$ cat src/rtl/stepdown_discharge_seq.sv
// Step-down discharge sequencer.
// Per channel: two async inputs are synchronized and debounced, NANDed into a
// registered output o. A 0->1 transition of o[k] (or a force request) queues
// channel k for a discharge pulse. A single round-robin FSM serves the queue,
// one channel at a time, with a one-cycle break-before-make gap after each pulse.

// One input bit: 2-flop synchronizer followed by a debounce filter.
module stepdown_discharge_seq_filt #(
  parameter int DB_CYC = 4,
  parameter int CW     = $clog2(DB_CYC + 1)
) (
  input  logic clk,
  input  logic rstn,
  input  logic d,
  output logic f
);
  logic [1:0]    sync;
  logic [CW-1:0] cnt;

  // Metastability guard for the asynchronous input.
  always_ff @(posedge clk or negedge rstn) begin
    if (!rstn) sync <= '0;
    else       sync <= {sync[0], d};
  end

  // Filtered copy follows only after DB_CYC consecutive differing cycles;
  // any agreeing cycle restarts the count, so the counter never wraps.
  always_ff @(posedge clk or negedge rstn) begin
    if (!rstn) begin
      f   <= 1'b0;
      cnt <= '0;
    end else if (sync[1] == f) begin
      cnt <= '0;
    end else if (cnt == CW'(DB_CYC - 1)) begin
      f   <= sync[1];
      cnt <= '0;
    end else begin
      cnt <= cnt + 1'b1;
    end
  end
endmodule

module stepdown_discharge_seq #(
  parameter int NCH     = 4,
  parameter int DB_CYC  = 4,
  parameter int DIS_CYC = 16
) (
  input  logic           clk,
  input  logic           rstn,
  input  logic           CELV,
  input  logic           CELG,
  input  logic           SUB,
  input  logic [NCH-1:0] i0,
  input  logic [NCH-1:0] i1,
  input  logic           frc,
  output logic [NCH-1:0] o,
  output logic [NCH-1:0] dis,
  output logic           busy
);
  localparam int PW = (NCH > 1) ? $clog2(NCH) : 1;
  localparam int DW = $clog2(DIS_CYC + 1);

  typedef enum logic [1:0] {IDLE, DISCH, GAP} state_t;

  // Power/substrate pins carry no logic.
  logic unused_pwr;
  assign unused_pwr = ^{CELV, CELG, SUB};

  logic [NCH-1:0] f0, f1, o_nxt, set, clr, pending, dis_nxt;
  logic           frc_d, found;
  logic [PW-1:0]  ptr, ptr_nxt, sel, sel_nxt, pick;
  logic [DW-1:0]  dcnt, dcnt_nxt;
  state_t         state, state_nxt;

  stepdown_discharge_seq_filt #(.DB_CYC(DB_CYC)) u_f0 [NCH-1:0] (
    .clk(clk), .rstn(rstn), .d(i0), .f(f0));
  stepdown_discharge_seq_filt #(.DB_CYC(DB_CYC)) u_f1 [NCH-1:0] (
    .clk(clk), .rstn(rstn), .d(i1), .f(f1));

  // Rising o, or a force edge on channels already high, request a discharge.
  // Filters reset to 0 so o_nxt is all-ones out of reset: no false rise.
  assign o_nxt = ~(f0 & f1);
  assign set   = (o_nxt & ~o) | ((frc & ~frc_d) ? o : '0);

  // Output register, force edge detector and pending set/clear (clear wins,
  // so a request landing on the channel being finished does not restart it).
  always_ff @(posedge clk or negedge rstn) begin
    if (!rstn) begin
      o       <= '1;
      frc_d   <= 1'b0;
      pending <= '0;
    end else begin
      o       <= o_nxt;
      frc_d   <= frc;
      pending <= (pending | set) & ~clr;
    end
  end

  // Round-robin pick: first pending channel at or after ptr, wrapping.
  always_comb begin
    found = 1'b0;
    pick  = ptr;
    for (int i = 0; i < NCH; i++) begin
      if (!found && pending[(int'(ptr) + i) % NCH]) begin
        found = 1'b1;
        pick  = PW'((int'(ptr) + i) % NCH);
      end
    end
  end

  // Discharge FSM: next state, next dis, pending clears.
  always_comb begin
    state_nxt = state;
    sel_nxt   = sel;
    ptr_nxt   = ptr;
    dcnt_nxt  = dcnt;
    dis_nxt   = '0;
    clr       = '0;
    case (state)
      IDLE: begin
        if (found) begin
          state_nxt     = DISCH;
          sel_nxt       = pick;
          dcnt_nxt      = DW'(1);
          dis_nxt[pick] = 1'b1;
        end
      end
      DISCH: begin
        if (!o[sel]) begin
          // Channel re-enabled mid-pulse: abort, leave ptr where it was.
          clr[sel]  = 1'b1;
          state_nxt = GAP;
        end else if (dcnt == DW'(DIS_CYC)) begin
          clr[sel]  = 1'b1;
          ptr_nxt   = (sel == PW'(NCH - 1)) ? '0 : sel + 1'b1;
          state_nxt = GAP;
        end else begin
          dcnt_nxt     = dcnt + 1'b1;
          dis_nxt[sel] = 1'b1;
        end
      end
      GAP:     state_nxt = IDLE;
      default: state_nxt = IDLE;
    endcase
  end

  // FSM registers; dis and busy come straight from flops.
  always_ff @(posedge clk or negedge rstn) begin
    if (!rstn) begin
      state <= IDLE;
      sel   <= '0;
      ptr   <= '0;
      dcnt  <= '0;
      dis   <= '0;
      busy  <= 1'b0;
    end else begin
      state <= state_nxt;
      sel   <= sel_nxt;
      ptr   <= ptr_nxt;
      dcnt  <= dcnt_nxt;
      dis   <= dis_nxt;
      busy  <= (state != IDLE) || (|pending);
    end
  end
endmodule

$ cat config.mk
export PLATFORM = sky130hd
export DESIGN_NAME = stepdown_discharge_seq
export DESIGN_NICKNAME = d
export VERILOG_FILES = /design/src/rtl/stepdown_discharge_seq.sv
export SDC_FILE = /design/constraint.sdc
export NUM_CORES = 1
export LEC_CHECK = 0
export CAP_MARGIN = 5
export CORE_MARGIN = 2
export CORE_UTILIZATION = 60
export DETAILED_ROUTE_END_ITERATION = 12
export GPL_TIMING_DRIVEN = 1
export HOLD_SLACK_MARGIN = 0.08
export MAX_ROUTING_LAYER = met4
export PLACE_DENSITY = 0.89
export SLEW_MARGIN = 20
export SYNTH_ARGS = -nofsm -noshare
export SYNTH_HDL_FRONTEND = slang
export SYNTH_SLANG_ARGS = --single-unit
$ cat constraint.sdc
create_clock -name clk -period 4.05 [get_ports clk]
set_input_delay 0.81 -clock clk [delete_from_list [all_inputs] [get_ports clk]]
set_output_delay 0.81 -clock clk [all_outputs]
set_load 0.02 [all_outputs]
==> summary.txt <==
Clocking
  • CTS clk-pin slew, worst paths: 0.07 ns
  • Worst-Skew Late Latency: 0.33 ns
  • CTS tree: built
  • Number of cells upsized or downsized after cts: 0
  • CTS sink cnt: 73
  • Clock Path Buffers: 2
  • Depth of the CTS H-tree: 3
  • Buffers inserted during post-CTS setup optimization: 0
  • Post-CTS Hold Fix Bufs: 0
  • Root Buffer: clkbuf_8
  • Total CTS buffers: 9

Synthesis
  • Async S/R FF share, synth: 1.000
  • Synth Net Count: 240
  • Most numerous cell in the Yosys netlist: dfrtp_1
  • Number of synthesized flops with an enable pin: 0
  • Most area-hungry cell type in the Yosys netlist: dfrtp_1
  • Syn avg cell area: 13.58 µm²
  • Mapped Cells: around 210
  • Most instantiated cells after synthesis: dfrtp_1, nor2b_1, ha_1
  • Flop and latch count out of synthesis: 73
  • Synth Area in Adders: 0.06084
  • Basic-gate share of the synthesized area counting and, or, nand and nor cells: 0.1430
  • Synth Warn #: 0
  • Main combinational cell family by area after synthesis: simple AND/OR/NAND/NOR gates
  • Mux cell area share after synthesis: 0.05041
  • Cell Area, Synth: 0.002879 mm²
  • Sequential share of the synthesized area: 0.6362
  • Area share of the largest cell type after synthesis: 0.5997
  • Largest cells by area after synthesis: dfrtp_1, ha_1, mux2_2, nor2b_1, dfstp_2
  • Synth unique cells: 38
  • Area fraction in compound gates after synthesis: 0.06867
  • Xor/xnor share of the synthesized area: 0.03042
  • Top flip-flop cell by instance count after synthesis: dfrtp_1

Final layout
  • Number of nets in the layout: 270
  • Antenna fix cells: 0
  • Proportion of layout cells with a drive suffix above 1: 0.1538
  • Area growth from synthesis to layout: 17.86%
  • Fill cell count: 295

Timing
  • Setup repair after global routing missed its margin: no
  • Transition time at the pin with the least slew margin: 0.6866 ns
  • Highest clock frequency the design can meet: ~430 MHz
  • Relative slew slack: 0.5423
  • Final critical path time including I/O delays and setup: 2.323 ns
  • Hold violation count in the final report: 0
  • Post-Route Skew: 0.004174 ns
  • Share of the clock period used by the worst path: 0.5735
  • Fin Hold WS: 0.3536 ns
  • Setup TNS: 0 ns
  • Final Max Slew Viols: 0
  • Setup violation total in the final timing report: 0

Drt
  • Via total after detailed routing: approximately 1700
  • Detailed-route vias per instance: 5.635
  • WL/cell: 14.74 µm
  • Number of nets with antenna violations after routing: 0
  • Wire length reported by the detailed router: 4437 µm
  • Iteration-0 DRC count of the detailed router: between 100 and 150
  • DRT Pass-1 Iters: 4
  • DRC violations left: 0

Setup path
  • Peak fanout along the critical path: 4
  • Cell-by-cell trace of the critical path: clkdlybuf4s50_1
  • Crit path max-delay cell type: clkdlybuf4s50_1
  • CP delay by family, top: buffers and inverters
  • Data arrival time of the critical path: 1.51 ns
  • Maximum single-stage delay on the critical path: between 0.6 and 0.7 ns
  • Element type at the critical path start: flip-flop
  • Type of destination of the critical path: primary output
  • Crit path kind: reg2out
  • Buffers plus inverters on the worst setup path: 1
  • Data required, critical path: 3.24 ns

Floorplan
  • Count of standard-cell rows: 25
  • Chip Width: 73.27 µm
  • Overall die height: 73.27 µm
  • Core Region: 0.004661 mm²
  • Area of the die: 0.005368 mm²
  • Starting utilization of the core area: 0.6177
  • Top-level I/O count: 23

Placed design
  • Number of I/O port buffers: 19
  • Gp weighted congestion: around 0.81
  • HPWL after detailed placement: just over 3000 µm

Power
  • Max rail drop VDD: about 450 µV
  • Static leakage: 1.520 nW
  • Power per unit of standard cell area: slightly above 700 mW/mm²
  • Power Total: 2.443 mW

GRT
  • Global routing met2 resource utilization: 0.3443
  • GRT met3 Usage: 0.04938
  • Global-route wire length before repair: 7990 µm
  • Number of global-route vias before repair: 1867
  • Number of antenna violations at the first check in global routing: 0
  • Overall global routing resource usage: 0.2045
  • Global routing's busiest layer: met2
  • Total overflow reported by the global router: 0
  • GR met1 Demand/Resource: 0.2365
  • Maximum number of pins on one net before global-route repair: 60

Flow run
  • Max-cap violation count: 0

Worst hold path
  • Path class of the lowest-slack min-delay path: reg2reg

Run status
  • Outcome: finished clean
[metrics by stage]
| step | area [µm²] | instances | util | setup WS, ns |
|---|---|---|---|---|
| after CTS | 3393 | 301 | 0.7281 | 1.711 |
| after global placement | 3128 | 285 | 0.6711 | 2.096 |
| after detailed placement | 3128 | 285 | 0.6711 | 2.087 |
| after floorplan | 2879 | 212 | - | 2.444 |
| final | 3393 | 301 | 0.7281 | 1.727 |
| after global routing | 3393 | 301 | 0.7281 | 1.685 |
[path summary, 6_finish.rpt]
check	slack, ns	depth (start not counted)	endpoint	from
setup / recovery	1.73	1	o[0]	o[0]
hold / removal	0.35	0	u_f0[0].sync[1]	u_f0[0].sync[0]
setup reg to reg	2.33	5	pending[3]	dcnt[1]
hold reg to reg	0.35	0	u_f0[0].sync[1]	u_f0[0].sync[0]
max in group asynchronous	2.70	2	u_f0[3].sync[0]	rstn
min in group asynchronous	0.36	1	u_f0[0].cnt[2]	rstn
[logic make-up (layout without fill, tap and decap cells)]
kind of cell | Yosys count | count (layout)
and+or+nand+nor | 71 | 71
muxes | 12 | 12
AOI/OAI and AO/OA | 26 | 26
buffers and inverters | 6 | 41
DFF | 73 | 73
adders and majority gates | 14 | 14
xor gates and xnor gates | 10 | 10
[where the power goes]
group / total, mW / switching (mW) / internal [mW]
logic: 0.647 / 0.330 / 0.317
clock network: 0.734 / 0.262 / 0.472
registers: 1.06 / 0.137 / 0.924
total: 2.44 / 0.729 / 1.71
[sequential cells by signal, indices dropped and copies added (netlist names), 2 cells and up]
name / count
sel: 2
state: 2
u_f0.f: 4
ptr: 2
dcnt: 5
u_f0.cnt: 12
u_f1.f: 4
u_f0.sync: 8
dis: 4
u_f1.cnt: 12
u_f1.sync: 8
o: 4
pending: 4
[placed cells by master, fill, tap and decap left out, types with 2 or more instances in the layout]
master           instances
a211oi_1                 2
a21oi_1                  4
a2bb2oi_1                3
a32o_1                   2
and3_1                   2
bufinv_16                4
clkbuf_8                 9
clkdlybuf4s50_1         18
dfrtp_1                 69
dfstp_2                  4
ha_1                    14
inv_1                    5
mux2_2                  10
nand2_1                  9
nand2b_1                 2
nand3_1                  5
nor2_1                   9
nor2b_1                 17
nor3_1                  10
nor3b_1                 11
o21ai_0                  4
o31ai_1                  3
xnor2_1                  8
xor2_1                   2
[routing by layer]
metal | wire, µm | vias up
met5 | 0 | -
met4 | 34 | 0
met3 | 134 | 5
met2 | 2323 | 29
met1 | 1945 | 855
li1 | - | 807
[final cells by class]
class | count | area [µm²] | area share
Clock buffer | 9 | 123.9 | 0.03650
Inverter | 5 | 18.77 | 0.005531
Timing Repair Buffer | 20 | 192.7 | 0.05678
Multi-Input combinational cell | 133 | 1017 | 0.2998
Tap cell | 54 | 67.56 | 0.01991
Clock inverter | 7 | 141.4 | 0.04167
Sequential cell | 73 | 1832 | 0.5398
Note: power is estimated with default switching activity, not from simulation.
==> RTL change, RTL diff (config.mk and constraints unchanged) <==
Set the parameter `DIS_CYC` to 32 (it was 16).
--- a/src/rtl/stepdown_discharge_seq.sv
+++ b/src/rtl/stepdown_discharge_seq.sv
@@ -43,7 +43,7 @@
 module stepdown_discharge_seq #(
   parameter int NCH     = 4,
   parameter int DB_CYC  = 4,
-  parameter int DIS_CYC = 16
+  parameter int DIS_CYC = 32
 ) (
   input  logic           clk,
   input  logic           rstn,
Check against the original RTL: no difference found for any inputs over 4 cycles, from zero or initial values and one cycle with rstn low; that may be too few to reach the edited logic, so the function may still have changed.
==> RTL change against the original RTL <==
Cell count up 7.0%. Via count increased by 2.2%. Count of clock-buffer cells in the layout grew 2. Area after synthesis rose by 2.3%. First-iteration DRC count down 21%. Maximum frequency is 0.58% lower. Critical path depth unchanged. Design area increased by 0.18%. Routed wire length down 1.8%. Total power fell by 9.9%. Clock skew rose by 0.0041 ns. Worst setup slack lost 0.014 ns. Sequential cell count up 1.
==> RTL change: results (changes against the original RTL) <==
clk_lat worst skew=approximately 0.34 ns; vias in the first global route=1761 (-5.7%); adder-cell share of the synthesized area=5.950% (-0.13 points); LEAKAGE=0.001493 uW (-1.8%); status=finished clean; path depth of the worst reg2reg path=4 (-1); Compound-Gate Fraction of Synth Area=7.395% (+0.53 points); measured slew at the worst slew-check pin=0.7479 ns (+0.06125 ns); max incr delay on CP=around 0.62 ns; xor-xnor portion of the synthesized cell area=2.677% (-0.36 points); Critical Path Sink Type=primary output; Post-Place Setup Slack=2.102 ns (+0.01478 ns); Synth cell types=42 (+11%); ranking of synthesized cells by area=dfrtp_1 (59%), ha_1 (5.9%), mux2_2 (3.8%); Post-synth top cells=dfrtp_1 (70), nor2b_1 (18), ha_1 (14); share of synthesized flip-flops with an asynchronous set or reset=100.0% (unchanged); sequential area share after synthesis=63.07% (-0.56 points); Slowest-stage cell, CP=clkdlybuf4s50_1; GRT Util Overall=20.22% (-0.23 points); HP Class=flip-flop to flip-flop; # nets final=278 (+3.0%); Critical Path Start=o[0]$_DFF_PN1_; DP Wirelength=3.222 mm (+5.5%); Worst Path Max Fanout=4 (unchanged); gpl congestion=0.8358 (+3.2%); Syn Nets=246 (+2.5%); layout cells sized above 1=16.08% (+0.69 points); Final Skew=0.008303 ns (+0.004129 ns); Worst IR Drop VDD=0.4566 mV (+2.2%); TritonRoute pass-1 iters=4 (unchanged); first-pass GRT wire length=7.790 mm (-2.5%); reg2reg end=dis[3]$_DFF_PN0_; detail-routed via count per cell=5.385 (-4.4%); Synth Flop Type=dfrtp_1; drt total wl=4.355 mm (-1.8%); PostCTS Resize Cnt=0 (unchanged); mux cell area share after synthesis=5.270% (+0.23 points); largest net degree at the start of global routing=30 (-50%); R2R Path Start=pending[0]$_DFF_PN0_; ratio of final minimum period to clock period=57.69% (+0.34 points); Iteration-0 DRC Markers=85 (-21%); clock slew at reported path FFs=roughly 0.080 ns
-- RTL change: final cells by class --
type | count | area, sq um
flip-flops and latches | 74 | 1857
repair buffers | 21 | 200.2
well taps | 67 | 83.83
multi-input cells | 139 | 1069
inverters | 5 | 18.77
fillers | 325 | 1324
clock buffers | 11 | 131.4
clock inverters | 5 | 40.04
-- RTL change: cells by family after synthesis --
family                   count (synthesis)
AND/OR/NAND/NOR                         74
adder cells (fa/ha/maj)                 14
AO/OA/AOI/OAI                           29
buffers and inverters                    5
multiplexers                            13
XOR/XNOR                                 9
flip-flops                              74
-- RTL change: metal layers --
| metal | GRT usage (%) | vias up | share of wire, % |
|---|---|---|---|
| met3 | 7.046 | 11 | 3.6 |
| met2 | 31.45 | 31 | 51 |
| li1 | - | 837 | - |
| met4 | 10.30 | 0 | 2.4 |
| met1 | 23.32 | 855 | 43 |
| met5 | - | - | 0 |
-- RTL change: how the worst min path moves through the flow --
stage	from	to	slack (ns)	cells past startpoint
final	u_f0[3].sync[0]$_DFF_PN0_	u_f0[3].sync[1]$_DFF_PN0_	0.35	0
after global routing	u_f1[3].sync[0]$_DFF_PN0_	u_f1[3].sync[1]$_DFF_PN0_	0.36	0
after CTS	u_f0[3].sync[0]$_DFF_PN0_	u_f0[3].sync[1]$_DFF_PN0_	0.35	0
after detailed placement	u_f0[3].sync[0]$_DFF_PN0_	u_f0[3].sync[1]$_DFF_PN0_	0.34	0
after global placement	u_f0[1].sync[0]$_DFF_PN0_	u_f0[1].sync[1]$_DFF_PN0_	0.33	0
after floorplan	u_f0[0].sync[0]$_DFF_PN0_	u_f0[0].sync[1]$_DFF_PN0_	0.33	0
-- RTL change: where the power goes --
group | internal, uW | total (uW) | switching, uW
Sequential | 933 | 1070 | 134
Clock | 225 | 483 | 258
Combinational | 314 | 652 | 339
-- RTL change: metrics by stage --
stage	util, %	cell area [sq um]	total power [uW]	instances	hold WS [ns]
floorplan	-	2944	1531	218	0.3312
global placement	68.34	3228	1702	306	0.3320
detailed placement	68.34	3228	1740	306	0.3364
CTS	71.97	3400	2235	322	0.3543
global route	71.97	3400	2357	322	0.3619
finish	71.97	3400	2201	322	0.3514
